--- src/rtl/edp_muldiv_pkg.sv ---
//==============================================================================
// Module  : edp_pkg (package)
// Purpose : Shared definitions for the EBOX multiply/divide sequencer:
//           operation encoding, FSM state encoding and a width-generic
//           conditional two's-complement negate used for magnitudes and
//           for re-applying result signs.
// Revision: 1.0 - initial release
//==============================================================================
`default_nettype none

package edp_pkg;

    // Operation encoding: op[1] selects divide, op[0] selects signed.
    localparam logic [1:0] OP_MULU = 2'b00;
    localparam logic [1:0] OP_MULS = 2'b01;
    localparam logic [1:0] OP_DIVU = 2'b10;
    localparam logic [1:0] OP_DIVS = 2'b11;

    // Widest operand the negate helper handles. Callers size-cast into and
    // out of this width, so any 2*WIDTH up to this value is supported.
    localparam int EDP_MAX_W = 256;

    typedef enum logic [2:0] {
        ST_IDLE  = 3'd0,
        ST_CHECK = 3'd1,
        ST_RUN   = 3'd2,
        ST_FIX   = 3'd3,
        ST_DONE  = 3'd4
    } edp_state_t;

    // Returns -i_val when i_neg is set, else i_val. Only the low bits the
    // caller keeps are meaningful; two's-complement negation of the low N
    // bits never depends on bits above N.
    function automatic logic [EDP_MAX_W-1:0] edp_cneg(
        input logic [EDP_MAX_W-1:0] i_val,
        input logic                 i_neg
    );
        return i_neg ? (~i_val + EDP_MAX_W'(1)) : i_val;
    endfunction

endpackage

`default_nettype wire

--- src/rtl/edp_muldiv_step.sv ---
//==============================================================================
// Module  : edp_muldiv_step
// Purpose : One combinational radix-2 step on the 2*WIDTH+1 accumulator.
//           Multiply: {carry,hi,lo}; add i_addend into hi when lo[0] is set,
//           then shift the whole accumulator right by one.
//           Divide (non-restoring): {rem(WIDTH+1), quot(WIDTH)}; shift the
//           pair left, subtract the divisor if the remainder was non-negative
//           or add it if negative, and shift in the new quotient bit.
// Ports   : i_acc    - current accumulator
//           i_addend - multiplicand magnitude or divisor magnitude
//           i_div    - 1 = divide step, 0 = multiply step
//           o_acc    - accumulator after the step
// Revision: 1.0 - initial release
//==============================================================================
`default_nettype none

module edp_muldiv_step #(
    parameter int WIDTH = 36
) (
    input  logic [2*WIDTH:0]  i_acc,
    input  logic [WIDTH-1:0]  i_addend,
    input  logic              i_div,
    output logic [2*WIDTH:0]  o_acc
);

    logic [WIDTH:0] w_mul_sum;
    logic [WIDTH:0] w_div_shl;
    logic [WIDTH:0] w_div_rem;

    always_comb begin
        w_mul_sum = {1'b0, i_acc[2*WIDTH-1:WIDTH]}
                  + (i_acc[0] ? {1'b0, i_addend} : {(WIDTH+1){1'b0}});

        // The remainder stays within [-divisor, divisor), so arithmetic
        // modulo 2**(WIDTH+1) is exact even though the shift drops its MSB.
        w_div_shl = {i_acc[2*WIDTH-1:WIDTH], i_acc[WIDTH-1]};
        w_div_rem = i_acc[2*WIDTH] ? (w_div_shl + {1'b0, i_addend})
                                   : (w_div_shl - {1'b0, i_addend});

        if (i_div) begin
            o_acc = {w_div_rem, i_acc[WIDTH-2:0], ~w_div_rem[WIDTH]};
        end else begin
            o_acc = {1'b0, w_mul_sum, i_acc[WIDTH-1:1]};
        end
    end

endmodule

`default_nettype wire

--- src/rtl/edp_muldiv.sv ---
//==============================================================================
// Module  : edp_muldiv
// Purpose : Autonomous multi-cycle multiply/divide sequencer for the EBOX
//           data path. Signed and unsigned, any WIDTH >= 4 (2**CNT_W > WIDTH).
//           Operands are reduced to magnitudes, processed one radix-2 step
//           per cycle, and the result signs are re-applied in FIX.
// Ports   : clk, reset (async, active high)
//           start, op[1:0], a_hi, a_lo, b     - request
//           busy, done, overflow, hi, lo      - status and results
// Options : EDP_MULDIV_EARLY_EXIT_EN - multiply finishes as soon as the
//           remaining multiplier bits are all zero.
// Revision: 1.0 - initial release
//==============================================================================
`default_nettype none

module edp_muldiv
    import edp_pkg::*;
#(
    parameter int WIDTH = 36,
    parameter int CNT_W = 6
) (
    input  logic              clk,
    input  logic              reset,
    input  logic              start,
    input  logic [1:0]        op,
    input  logic [WIDTH-1:0]  a_hi,
    input  logic [WIDTH-1:0]  a_lo,
    input  logic [WIDTH-1:0]  b,
    output logic              busy,
    output logic              done,
    output logic              overflow,
    output logic [WIDTH-1:0]  hi,
    output logic [WIDTH-1:0]  lo
);

    localparam int c_ACC_W = 2*WIDTH + 1;

    edp_state_t          r_state;
    edp_state_t          w_state_nxt;
    logic [1:0]          r_op;
    logic [c_ACC_W-1:0]  r_acc;
    logic [WIDTH-1:0]    r_addend;
    logic [WIDTH-1:0]    r_dvd_hi;
    logic [WIDTH-1:0]    r_dvd_lo;
    logic                r_sign_q;
    logic                r_sign_r;
    logic [CNT_W-1:0]    r_cnt;
    logic                r_ovf;
    logic [WIDTH-1:0]    r_hi;
    logic [WIDTH-1:0]    r_lo;

    logic [WIDTH-1:0]    w_mag_b;
    logic [WIDTH-1:0]    w_mag_alo;
    logic [2*WIDTH-1:0]  w_mag_dvd;
    logic [c_ACC_W-1:0]  w_step;
    logic [c_ACC_W-1:0]  w_run_acc;
    logic                w_early;
    logic                w_check_ovf;
    logic                w_run_last;
    logic [WIDTH-1:0]    w_rem_fix;
    logic                w_q_ovf;
    logic [2*WIDTH-1:0]  w_prod;
    logic [WIDTH-1:0]    w_res_hi;
    logic [WIDTH-1:0]    w_res_lo;

    // ---------------------------------------------------------------- operands
    // For signed ops the dividend is a 2*WIDTH two's-complement value whose
    // sign lives in a_hi; the most negative value maps to 2**(n-1).
    always_comb begin
        w_mag_b   = WIDTH'(edp_cneg(EDP_MAX_W'(b), op[0] & b[WIDTH-1]));
        w_mag_alo = WIDTH'(edp_cneg(EDP_MAX_W'(a_lo), op[0] & a_lo[WIDTH-1]));
        w_mag_dvd = (2*WIDTH)'(edp_cneg(EDP_MAX_W'({a_hi, a_lo}),
                                        op[0] & a_hi[WIDTH-1]));
    end

    // ---------------------------------------------------------------- step
    edp_muldiv_step #(
        .WIDTH    (WIDTH)
    ) u_step (
        .i_acc    (r_acc),
        .i_addend (r_addend),
        .i_div    (r_op[1]),
        .o_acc    (w_step)
    );

`ifdef EDP_MULDIV_EARLY_EXIT_EN
    // After this step r_cnt-1 multiplier bits remain in acc[r_cnt-2:0]; if
    // they are all zero the rest of the loop is a pure shift.
    logic [CNT_W-1:0]  w_rem;
    logic [WIDTH-1:0]  w_rem_mask;

    always_comb begin
        w_rem      = r_cnt - CNT_W'(1);
        w_rem_mask = ~({WIDTH{1'b1}} << w_rem);
        w_early    = ~r_op[1] && ((w_step[WIDTH-1:0] & w_rem_mask) == '0);
        w_run_acc  = w_early ? (w_step >> w_rem) : w_step;
    end
`else
    assign w_early   = 1'b0;
    assign w_run_acc = w_step;
`endif

    // ---------------------------------------------------------------- checks
    assign w_check_ovf = r_op[1] && ((r_addend == '0)
                         || (r_acc[2*WIDTH-1:WIDTH] >= r_addend));
    assign w_run_last  = w_early || (r_cnt == CNT_W'(1));

    // ---------------------------------------------------------------- fix-up
    always_comb begin
        // Non-restoring leaves a negative remainder one divisor short.
        w_rem_fix = r_acc[2*WIDTH] ? (r_acc[2*WIDTH-1:WIDTH] + r_addend)
                                   : r_acc[2*WIDTH-1:WIDTH];
        // Signed quotient must fit: magnitude above 2**(W-1), or exactly
        // 2**(W-1) with a positive sign, is not representable.
        w_q_ovf   = r_op[1] & r_op[0] & r_acc[WIDTH-1]
                  & ((r_acc[WIDTH-2:0] != '0) | ~r_sign_q);
        w_prod    = (2*WIDTH)'(edp_cneg(EDP_MAX_W'(r_acc[2*WIDTH-1:0]), r_sign_q));
        if (r_op[1]) begin
            w_res_hi = WIDTH'(edp_cneg(EDP_MAX_W'(w_rem_fix), r_sign_r));
            w_res_lo = WIDTH'(edp_cneg(EDP_MAX_W'(r_acc[WIDTH-1:0]), r_sign_q));
        end else begin
            w_res_hi = w_prod[2*WIDTH-1:WIDTH];
            w_res_lo = w_prod[WIDTH-1:0];
        end
    end

    // ---------------------------------------------------------------- FSM
    always_ff @(posedge clk or posedge reset) begin
        if (reset) begin
            r_state <= ST_IDLE;
        end else begin
            r_state <= w_state_nxt;
        end
    end

    always_comb begin
        w_state_nxt = r_state;
        busy        = (r_state != ST_IDLE);
        done        = (r_state == ST_DONE);
        case (r_state)
            ST_IDLE:  if (start) w_state_nxt = ST_CHECK;
            // A divide check still passes through FIX (which returns the
            // dividend when r_ovf is set), giving a fixed 3-cycle response.
            ST_CHECK: w_state_nxt = w_check_ovf ? ST_FIX : ST_RUN;
            ST_RUN:   if (w_run_last) w_state_nxt = ST_FIX;
            ST_FIX:   w_state_nxt = ST_DONE;
            ST_DONE:  w_state_nxt = ST_IDLE;
            default:  w_state_nxt = ST_IDLE;
        endcase
    end

    // ---------------------------------------------------------------- datapath
    always_ff @(posedge clk or posedge reset) begin
        if (reset) begin
            r_op     <= '0;
            r_acc    <= '0;
            r_addend <= '0;
            r_dvd_hi <= '0;
            r_dvd_lo <= '0;
            r_sign_q <= 1'b0;
            r_sign_r <= 1'b0;
            r_cnt    <= '0;
            r_ovf    <= 1'b0;
            r_hi     <= '0;
            r_lo     <= '0;
        end else begin
            case (r_state)
                ST_IDLE: begin
                    if (start) begin
                        r_op     <= op;
                        r_ovf    <= 1'b0;
                        r_dvd_hi <= a_hi;
                        r_dvd_lo <= a_lo;
                        if (op[1]) begin
                            r_acc    <= {1'b0, w_mag_dvd};
                            r_addend <= w_mag_b;
                            r_sign_q <= op[0] & (a_hi[WIDTH-1] ^ b[WIDTH-1]);
                            r_sign_r <= op[0] & a_hi[WIDTH-1];
                        end else begin
                            r_acc    <= {{(WIDTH+1){1'b0}}, w_mag_b};
                            r_addend <= w_mag_alo;
                            r_sign_q <= op[0] & (a_lo[WIDTH-1] ^ b[WIDTH-1]);
                            r_sign_r <= 1'b0;
                        end
                    end
                end
                ST_CHECK: begin
                    r_cnt <= CNT_W'(WIDTH);
                    r_ovf <= w_check_ovf;
                end
                ST_RUN: begin
                    r_acc <= w_run_acc;
                    r_cnt <= w_early ? '0 : (r_cnt - CNT_W'(1));
                end
                ST_FIX: begin
                    if (r_ovf || w_q_ovf) begin
                        r_ovf <= 1'b1;
                        r_hi  <= r_dvd_hi;
                        r_lo  <= r_dvd_lo;
                    end else begin
                        r_hi  <= w_res_hi;
                        r_lo  <= w_res_lo;
                    end
                end
                default: ;
            endcase
        end
    end

    assign overflow = r_ovf;
    assign hi       = r_hi;
    assign lo       = r_lo;

endmodule

`default_nettype wire

--- config.mk ---
export PLATFORM = sky130hd
export DESIGN_NAME = edp_muldiv
export DESIGN_NICKNAME = d
export VERILOG_FILES = /design/src/rtl/edp_muldiv_pkg.sv /design/src/rtl/edp_muldiv_step.sv /design/src/rtl/edp_muldiv.sv
export SDC_FILE = /design/constraint.sdc
export NUM_CORES = 2
export LEC_CHECK = 0
export CAP_MARGIN = 30
export CORE_AREA = 2 2 219 221
export DETAILED_ROUTE_END_ITERATION = 8
export DIE_AREA = 0 0 221 223
export HOLD_SLACK_MARGIN = 0.05
export PLACE_DENSITY = 0.78
export REMOVE_ABC_BUFFERS = 1
export SLEW_MARGIN = 20
export SYNTH_ARGS = -nofsm -noshare
export SYNTH_HDL_FRONTEND = slang
export SYNTH_HIERARCHICAL = 1
export SYNTH_SLANG_ARGS = --single-unit
--- constraint.sdc ---
create_clock -name clk -period 12.7 [get_ports clk]
set_input_delay 3.81 -clock clk [delete_from_list [all_inputs] [get_ports clk]]
set_output_delay 3.81 -clock clk [all_outputs]
set_load 0.01 [all_outputs]
==> qor.txt <==
Max Clk Rate: 0.129 GHz
Fin Clk Skew: 0.0219 ns
Yosys top cell area share: 0.249
hold buffers post-CTS: 0
sequential element share of the synthesized area: 0.249
Post-Synth XOR/XNOR Area: 0.103
cell count after synthesis: 3628
yosys warns: 6
cell area after layout: 30000 µm²
met1 usage: 0.476
Crit path buffers/inverters: 1
Post-route DRC: 0
Hold Path Cell Cnt: 2
initial core utilization: 0.569
Top Usage Layer GRT: met2
Leak Pwr: 12.5 nW
Critical Path Stages: 12
status: finished clean
reg-to-reg setup timing slack: 6.97 ns
compound-gate portion of the synthesized area: 0.256
DP Cell Count: 4227
CTS Buf Count: 29
#FFs+latches synth: 267
CP max stage cell: or4_1
Reg clk slew, reported paths: 0.06 ns
Setup-failing EPs final: 0
min-delay src: r_dvd_lo[26]
Max stage delay on crit path: 0.66 ns
Antenna Nets Post-Route: 0
M3 GR Usage: 0.0628
CTS tree: yes
fraction of registers with async set/reset: 1.00
Final Power: 9.63 mW
DR iter-0 viols: 3196
largest family of logic cells by synthesized area: compound AO/OA/AOI/OAI gates
Cell Area, Synth: 26800 µm²
mux cell area share after synthesis: 0.0328
via count: 28.2k
post-synth top area cell: dfrtp_1
final hold slack: 0.473 ns
Max clock buf depth: 3
crit path cell chain: clkdlybuf4s50_1, nor3_1, nand4b_1, or4_1, or4_1, nor2_1, and2_1, nor3b_1, and2_1, a21oi_1, xnor2_1, o22ai_1
P&R area growth vs syn: 11.6%
post-layout min period: 7.77 ns
simple-gate area share of the yosys netlist: 0.239
GR Layer Usage met2: 0.605
Hold Path Class: reg -> reg
post-detail-place hpwl: 71.5 mm
Vias/cell: 6.57
Final Hold Viols: 0
Setup WS pre-CTS: 4.43 ns
H-tree levels: 1
postcts setup bufs: 0
Slew HR: 0.279
nets@finish: 3912
Crit Reg-Reg Startpoint: r_acc[36]
number of max-cap violations: 0
worst skew pair latency: 0.60 ns
fin crit share: 0.611
top cells by area, synth: dfrtp_1 25%, nand2_1 7.3%, ha_1 7.0%, a21oi_1 6.5%, o21ai_0 5.6%
path depth of the worst reg2reg path: 13
gr ovfl total: 0
CP endpoint kind: flop
# rows: 80
Crit path max-delay family: simple AND/OR/NAND/NOR gates
number of synthesized flops with an enable pin: 0
largest net degree at the start of global routing: 139
Routed Wire Length: 97.3 mm
Pre-antenna DRT Iters: 6
adder-cell share of the synthesized area: 0.0722
PD cells: 322 nW/µm²
GRT Resource Usage Total: 0.380
I/O pin count: 188
routed length per placed instance: 22.7 µm
crit path setup slack, layout: 4.93 ns
worst setup path class: in -> reg
Mapped Avg Cell Area: 7.40 µm²
RSZ-0062 raised after global routing: no
vias in the first global route: 25.8k
final number of max-transition violations: 0
# clock sinks: 267
Final Util: 0.635
startpoint types: input port
top_reg_cell synth: dfrtp_1
Critical Path AT: 8.20 ns
end of the worst hold path: r_dvd_lo[26]
Die X: 221 µm
first-pass GRT wire length: 149 mm
TNS Setup: 0 ns
CP required: 13.14 ns
Die H: 223 µm
Placer Congestion: 1.03
Synth cell types: 96
# fillers: 4297
worst slew pin tran: 1.06 ns
I/O Buffers: 187
Core Footprint: 47100 µm²
Placed Area: 28900 µm²
reg2reg end: hi[33]
Clock Root Buffer: clkbuf_16
post-cts resize count: 0
Crit Path Max Fanout: 8
layout cells sized above 1: 0.0504
antenna violations before repair: 6
die area: 49300 µm²
Final Non-Filler Cells: 4285
VDD IR max: 0.000208 V
## cell usage after synthesis, types with 37 or more instances
cell type / count
inv_1: 111
o21ai_0: 301
nand3_1: 61
a211oi_1: 53
mux2i_1: 37
or3_1: 65
xor2_1: 146
nor3_1: 76
a31oi_1: 45
a21oi_1: 347
o22ai_1: 39
dfrtp_1: 267
nand2_1: 521
mux2_2: 43
and2_1: 60
nor2_1: 321
xnor2_1: 167
nor4_1: 43
a21o_1: 58
ha_1: 150
clkbuf_1: 206
o31ai_1: 57
## cells in the final DEF, fill, tap and decap left out, types with 76 or more instances in the layout
| cell type | n |
|---|---|
| nand2_1 | 519 |
| a21oi_1 | 346 |
| nor2_1 | 320 |
| o21ai_0 | 301 |
| dfrtp_1 | 264 |
| clkdlybuf4s50_1 | 186 |
| xnor2_1 | 167 |
| ha_1 | 150 |
| xor2_1 | 146 |
| inv_1 | 110 |
| nor3_1 | 76 |
## worst min-delay path, cell delays in order, from the launching register on
cell,delay [ns]
dfrtp_1,0.34
nand2_1,0.05
nand2_1,0.05
## sequential cells by signal (all words and copies together) (netlist names)
name      count
r_op          2
r_addend     36
r_state       3
lo           36
r_cnt         6
r_dvd_lo     36
overflow      1
r_sign_q      1
r_dvd_hi     36
hi           36
r_sign_r      1
r_acc        73
## power by group
group / internal [mW] / switching (mW)
registers: 1.27 / 0.753
clock network: 0.522 / 0.382
logic: 2.60 / 4.10
total: 4.39 / 5.24
## logic make-up after synthesis
group | Yosys count
adders and majority gates | 153
AOI/OAI and AO/OA | 1113
and+or+nand+nor | 1355
buffers and inverters | 344
xor gates and xnor gates | 314
muxes | 82
DFF | 267
## layout make-up
class	count	area [µm²]	share of cell area
antenna	2	5.00	0.000167
multi-input combinational	3017	18900	0.631
clock inverter	15	181	0.00606
timing repair buffer	220	2180	0.0729
sequential	267	6690	0.223
tap	615	769	0.0257
clock buffer	38	800	0.0267
inverter	111	424	0.0142
## how the worst max path moves through the flow
| stage | from | end |
|---|---|---|
| global placement | a_lo[8] | r_acc[69] |
| global route | a_lo[8] | r_acc[69] |
| floorplan | reset | hi[0] |
| finish | a_lo[8] | r_acc[69] |
| CTS | a_lo[8] | r_acc[69] |
| detailed placement | a_lo[8] | r_acc[69] |
## layer usage
layer	part of all wire	up-vias
met5	0.00053	-
met4	0.075	8
met3	0.089	395
met2	0.45	1489
met1	0.39	13300
li1	-	13000
No activity file was read; power rests on OpenSTA's default activity.
